## config.mk

```make
export PLATFORM = sky130hd
export DESIGN_NAME = ein_rx
export DESIGN_NICKNAME = d
export VERILOG_FILES = /design/src/rtl/ein_pkg.sv /design/src/rtl/ein_sync.sv /design/src/rtl/ein_rx.sv
export SDC_FILE = /design/constraint.sdc
export NUM_CORES = 1
export LEC_CHECK = 0
export ABC_AREA = 1
export CAP_MARGIN = 15
export CORE_MARGIN = 1.5
export CORE_UTILIZATION = 50
export CTS_CLUSTER_SIZE = 24
export DETAILED_ROUTE_END_ITERATION = 8
export PLACE_DENSITY = 0.74
export SYNTH_ARGS = -nofsm -noshare
export SYNTH_HDL_FRONTEND = slang
export SYNTH_SLANG_ARGS = --single-unit
```

## constraint.sdc

```tcl
create_clock -name clk -period 1.8 [get_ports clk]
set_input_delay 0.36 -clock clk [delete_from_list [all_inputs] [get_ports clk]]
set_output_delay 0.36 -clock clk [all_outputs]
set_load 0.1 [all_outputs]
```

## src/rtl/ein_pkg.sv

```systemverilog
// Shared constants and types for the ein serial link (receiver and transmitter).
package ein_pkg;

  // Default synchronizer depth for asynchronous link inputs.
  localparam int unsigned EIN_SYNC_STAGES_DEF = 2;

  // Byte and bit-counter widths.
  localparam int unsigned EIN_BYTE_W    = 8;
  localparam int unsigned EIN_BIT_CTR_W = 3;

  // Transmitter: default serial clock half-period in block clocks.
  localparam int unsigned EIN_TX_HALF_PERIOD_DEF = 8;

  // Receiver state encoding.
  typedef enum logic [0:0] {
    ST_IDLE = 1'b0,
    ST_RX   = 1'b1
  } ein_rx_state_e;

endpackage

```

## src/rtl/ein_sync.sv

```systemverilog
// Multi-flop synchronizer for a single asynchronous input bit.
// Ports: clk, resetn (async active-low), d (async input), q (synchronized output).
module ein_sync
  import ein_pkg::*;
#(
  parameter int unsigned STAGES = EIN_SYNC_STAGES_DEF
) (
  input  logic clk,
  input  logic resetn,
  input  logic d,
  output logic q
);

  logic [STAGES-1:0] sync_q;
  logic [STAGES-1:0] sync_d;

  // Shift the raw input in at the bottom of the chain.
  always_comb begin
    sync_d = {sync_q[STAGES-2:0], d};
  end

  always_ff @(posedge clk or negedge resetn) begin
    if (!resetn) begin
      sync_q <= '0;
    end else begin
      sync_q <= sync_d;
    end
  end

  assign q = sync_q[STAGES-1];

endmodule

```

## src/rtl/ein_rx.sv

```systemverilog
// ein serial link receiver: synchronizes EMO/EDI/ECI, deserializes LSB-first
// bytes and writes them to a downstream FIFO, with frame status reporting.
// Ports:
//   clk, resetn        block clock, async active-low reset
//   EMO_IN/EDI_IN/ECI_IN  asynchronous frame enable, serial data, serial clock
//   fifo_dout/fifo_WE  received byte and one-cycle write strobe
//   fifo_full          downstream full; blocks the write
//   rx_active          frame in progress
//   frame_done         one-cycle pulse at frame end
//   frame_err/overflow sticky status, cleared by clr_status
module ein_rx
  import ein_pkg::*;
#(
  parameter int unsigned SYNC_STAGES = EIN_SYNC_STAGES_DEF
) (
  input  logic                  clk,
  input  logic                  resetn,
  input  logic                  EMO_IN,
  input  logic                  EDI_IN,
  input  logic                  ECI_IN,
  output logic [EIN_BYTE_W-1:0] fifo_dout,
  output logic                  fifo_WE,
  input  logic                  fifo_full,
  output logic                  rx_active,
  output logic                  frame_done,
  output logic                  frame_err,
  output logic                  overflow,
  input  logic                  clr_status
);

  localparam int unsigned SETTLE_W = $clog2(SYNC_STAGES + 1);

  logic emo_s;
  logic edi_s;
  logic eci_s;

  ein_sync #(.STAGES(SYNC_STAGES)) u_sync_emo (
    .clk(clk), .resetn(resetn), .d(EMO_IN), .q(emo_s)
  );
  ein_sync #(.STAGES(SYNC_STAGES)) u_sync_edi (
    .clk(clk), .resetn(resetn), .d(EDI_IN), .q(edi_s)
  );
  ein_sync #(.STAGES(SYNC_STAGES)) u_sync_eci (
    .clk(clk), .resetn(resetn), .d(ECI_IN), .q(eci_s)
  );

  ein_rx_state_e             state_q,      state_d;
  logic [EIN_BIT_CTR_W-1:0]  bit_ctr_q,    bit_ctr_d;
  logic [EIN_BYTE_W-1:0]     shift_q,      shift_d;
  logic [EIN_BYTE_W-1:0]     fifo_dout_q,  fifo_dout_d;
  logic                      fifo_we_q,    fifo_we_d;
  logic                      rx_active_q,  rx_active_d;
  logic                      frame_done_q, frame_done_d;
  logic                      frame_err_q,  frame_err_d;
  logic                      overflow_q,   overflow_d;
  logic                      emo_prev_q,   emo_prev_d;
  logic                      eci_prev_q,   eci_prev_d;
  logic [SETTLE_W-1:0]       settle_q,     settle_d;
  logic                      armed_q,      armed_d;

  logic emo_rise;
  logic emo_fall;
  logic eci_rise;

  assign emo_rise = emo_s & ~emo_prev_q;
  assign emo_fall = ~emo_s & emo_prev_q;
  assign eci_rise = eci_s & ~eci_prev_q;

  // Next-state, datapath and status logic.
  // armed_q blocks frame start until emo_s has been seen low once the
  // synchronizer has flushed after reset, so an EMO already high at reset
  // release is not mistaken for a rising edge.
  always_comb begin
    state_d      = state_q;
    bit_ctr_d    = bit_ctr_q;
    shift_d      = shift_q;
    fifo_dout_d  = fifo_dout_q;
    fifo_we_d    = 1'b0;
    frame_done_d = 1'b0;
    frame_err_d  = frame_err_q;
    overflow_d   = overflow_q;
    emo_prev_d   = emo_s;
    eci_prev_d   = eci_s;
    settle_d     = settle_q;
    armed_d      = armed_q;

    // Clear first so any set below takes priority.
    if (clr_status) begin
      frame_err_d = 1'b0;
      overflow_d  = 1'b0;
    end

    if (settle_q != SETTLE_W'(SYNC_STAGES)) begin
      settle_d = settle_q + SETTLE_W'(1);
    end else if (!emo_s) begin
      armed_d = 1'b1;
    end

    case (state_q)
      ST_IDLE: begin
        if (emo_rise && armed_q) begin
          state_d   = ST_RX;
          bit_ctr_d = '0;
          shift_d   = '0;
        end
      end
      ST_RX: begin
        // Frame end wins over a coincident serial clock edge.
        if (emo_fall) begin
          state_d      = ST_IDLE;
          frame_done_d = 1'b1;
          bit_ctr_d    = '0;
          if (bit_ctr_q != '0) begin
            frame_err_d = 1'b1;
          end
        end else if (eci_rise) begin
          shift_d[bit_ctr_q] = edi_s;
          bit_ctr_d          = bit_ctr_q + EIN_BIT_CTR_W'(1);
          if (bit_ctr_q == EIN_BIT_CTR_W'(7)) begin
            if (fifo_full) begin
              overflow_d = 1'b1;
            end else begin
              fifo_we_d   = 1'b1;
              fifo_dout_d = {edi_s, shift_q[6:0]};
            end
          end
        end
      end
      default: begin
        state_d = ST_IDLE;
      end
    endcase

    rx_active_d = (state_d == ST_RX);
  end

  always_ff @(posedge clk or negedge resetn) begin
    if (!resetn) begin
      state_q      <= ST_IDLE;
      bit_ctr_q    <= '0;
      shift_q      <= '0;
      fifo_dout_q  <= '0;
      fifo_we_q    <= 1'b0;
      rx_active_q  <= 1'b0;
      frame_done_q <= 1'b0;
      frame_err_q  <= 1'b0;
      overflow_q   <= 1'b0;
      emo_prev_q   <= 1'b0;
      eci_prev_q   <= 1'b0;
      settle_q     <= '0;
      armed_q      <= 1'b0;
    end else begin
      state_q      <= state_d;
      bit_ctr_q    <= bit_ctr_d;
      shift_q      <= shift_d;
      fifo_dout_q  <= fifo_dout_d;
      fifo_we_q    <= fifo_we_d;
      rx_active_q  <= rx_active_d;
      frame_done_q <= frame_done_d;
      frame_err_q  <= frame_err_d;
      overflow_q   <= overflow_d;
      emo_prev_q   <= emo_prev_d;
      eci_prev_q   <= eci_prev_d;
      settle_q     <= settle_d;
      armed_q      <= armed_d;
    end
  end

  assign fifo_dout  = fifo_dout_q;
  assign fifo_WE    = fifo_we_q;
  assign rx_active  = rx_active_q;
  assign frame_done = frame_done_q;
  assign frame_err  = frame_err_q;
  assign overflow   = overflow_q;

endmodule

```

==> impl_metrics.toml <==
[worst_setup_path]
cp_slowest_cell = "dfrtp_1"
path_buf_inv = 1
required_ns = 1.44
worstReg2RegEnd = "fifo_dout[4]$_DFFE_PN0P_"
crit-reg2reg-launch = "bit_ctr_q[0]$_DFFE_PN0P_"
crit_type = "reg2out"
critPathTopFamily = "flip-flops"
reg2reg_depth = 8
r2r_slack_ns = 0.23
crit_arrival_ns = 1.30
cp_slowest_stage_delay_ns = 0.72
cp-end-kind = "output port"
start_kind = "flop"
path_cells = "buf_12"
critPathMaxFanout = 16

[synthesis]
synth_edf_count = 0
synth-seq-cells = 34
synth_area_leaders = "dfrtp_1 59%, nand2_1 15%, nand3_1 5.9%"
syn_nets = 171
synth_top_area_cell = "dfrtp_1"
avgSynthCellArea_um2 = 9.02
yosys_most_used_dff = "dfrtp_1"
yosysTopAreaCellShare_pct = 58.9
async_reset_ff_share_pct = 100
synthDistinctLibCells = 17
seq_area_frac_synth_pct = 58.9
syn_area_um2 = 1440
synth_most_common_cell = "nand2_1"
syn_inst = 160
synth_common_cells = "58 x nand2_1, 34 x dfrtp_1, 21 x inv_1, 17 x nand3_1"
yosys_warnings = 0

[clocking]
cts_tree = "done"
clk_pin_slew_ns = 0.09
post_cts_buffers = 0
clock_sinks = 34
post_cts_resized = 0
h-tree-depth = 2
hold_buffers = 0
clockBufferDepth = 2
clk_latency_ns = 0.32
cts_buffers = 5
root_buffer = "clkbuf_4"

[sta]
setup_ws_ns = 0.145
slew_violations = 0
relSlewSlack_pct = 61.4
setup_tns_ns = 0
fmax_ghz = 0.604
hold_viol = 0
grt_setup_unrepaired = "false"
tightest_slew_ns = 0.579
skew_ns = 0.00259
period_share_pct = 91.9
setup-violations-final = 0
min_period_ns = 1.66

[global_routing]
grt_max_degree = 35
use_met2_pct = 31.7
grt_pass1_wl_um = 4650
grt_use_met3_pct = 5.07
use_met1_pct = 22.5
grt.busiest_layer = "met2"
antenna_found_initial = 0
grt_pass1_vias = 1067
grt_usage_pct = 19.1
overflow = 0

[route]
firstDrtPassIters = 4
antenna_left = 0
routedWlPerCell_um = 11.8
vias_per_cell = 4.97
vias = 1068
dr.first_iter.drc_count = 21
wl_um = 2540
drc = 0

[cells_and_area]
final_layout_size_suffix_gt1_share_pct = 14.1
fillers = 230
antennaDiodeCount = 0
multi_input_area_um2 = 488
syn_to_final_growth_pct = 28.6
final_cells = 215
finalInstanceArea_um2 = 1860
fin_util_pct = 67.3
regArea_um2 = 851
fin_nets = 196

[place]
placedCellCount = 209
placed_cell_area_um2 = 1790
place.gp.congestion = 0.839
dp_hpwl_um = 1910
port_buffers = 19
dpl_worst_slack_ns = 0.144

[power_and_ir_drop]
irDropWorstVdd_mv = 0.623
power.density_nw_per_um2 = 823
leakagePower_nw = 1.01

[hold_path]
hold_path_end = "u_sync_emo.sync_q[1]$_DFF_PN0_"
holdPathStages = 0
hp-start = "u_sync_emo.sync_q[0]$_DFF_PN0_"
hold_path.class = "reg2reg"

[floorplanning]
io_pins = 20
core_area_um2 = 2760
start_util_pct = 52.4
fp.dieH_um = 56.7
die_area_um2 = 3220
rows = 19
die_w_um = 56.7

[status]
status = "complete, no violations"

[flow_run]
maxCapViolations = 0
==> cell families (layout without fill, tap and decap cells) <==
family	Yosys count	after routing	synth area share [%]
AOI/OAI and AO/OA	9	9	3.55
adders and majority gates	4	4	3.47
DFF	34	34	58.9
and+or+nand+nor	85	85	25.6
xor gates and xnor gates	1	1	0.607
buffers and inverters	27	51	7.89
==> through the flow <==
stage | hold WS [ns] | power (W)
floorplan | 0.0644 | 0.00104
global placement | 0.333 | 0.00112
detailed placement | 0.340 | 0.00114
CTS | 0.363 | 0.00154
global route | 0.370 | 0.00160
finish | 0.359 | 0.00153
==> layout by cell type (no fill, tap or decap), drive strengths merged <==
master and n:
clkbuf 6, dfrtp 34, nand3 17, nand2 59, o21ai 7, xnor2 1, nand4 8, inv 24
nor2 1, ha 4, clkdlybuf4s50 6, a21o 1, a22o 1, buf 15
==> worst max path at each step <==
stage,startpoint,to,slack [ns],cells after the start
floorplan,rx_active$_DFF_PN0_,shift_q[4]$_DFFE_PN0P_,0.10,6
global placement,fifo_full,fifo_dout[3]$_DFFE_PN0P_,0.24,6
detailed placement,bit_ctr_q[0]$_DFFE_PN0P_,fifo_dout[4]$_DFFE_PN0P_,0.14,8
CTS,bit_ctr_q[0]$_DFFE_PN0P_,fifo_dout[4]$_DFFE_PN0P_,0.11,8
global route,bit_ctr_q[0]$_DFFE_PN0P_,fifo_dout[4]$_DFFE_PN0P_,0.05,8
finish,rx_active$_DFF_PN0_,rx_active,0.14,1
==> sequential cells by signal, summed over array words and instances (netlist names) <==
name	count
fifo_WE	1
u_sync_edi.sync_q	2
eci_prev_q	1
u_sync_emo.sync_q	2
armed_q	1
frame_err	1
overflow	1
settle_q	2
frame_done	1
shift_q	7
emo_prev_q	1
bit_ctr_q	3
u_sync_eci.sync_q	2
rx_active	1
fifo_dout	8
==> final cells by class <==
cell class              count  share of cell area [%]
clock buffers               6                    2.76
inverters                  24                    4.99
multi-input cells          99                    26.3
flip-flops and latches     34                    45.8
well taps                  31                    2.09
repair buffers             21                    18.1
==> worst reg2reg max path, stage by stage (launching register included) <==
cell     delay, ns
dfrtp_1       0.46
ha_1          0.19
ha_1          0.16
inv_1         0.04
nor2_1        0.17
nand4_4       0.21
inv_4         0.16
nand2_1       0.06
nand2_1       0.07
==> layer usage <==
metal | wire length, um | vias up | part of all wire (%)
li1 | - | 551 | -
met1 | 1150 | 493 | 45
met2 | 1260 | 20 | 50
met3 | 91 | 4 | 3.6
met4 | 45 | 0 | 1.8
met5 | 0 | - | 0
==> where the power goes <==
group	leakage (nW)	internal [W]	switching [W]
logic	0.535	0.0000966	0.000180
registers	0.442	0.000797	0.0000481
clock network	0.0302	0.000176	0.000231
total	1.01	0.00107	0.000459
No activity file was read; power rests on OpenSTA's default activity.
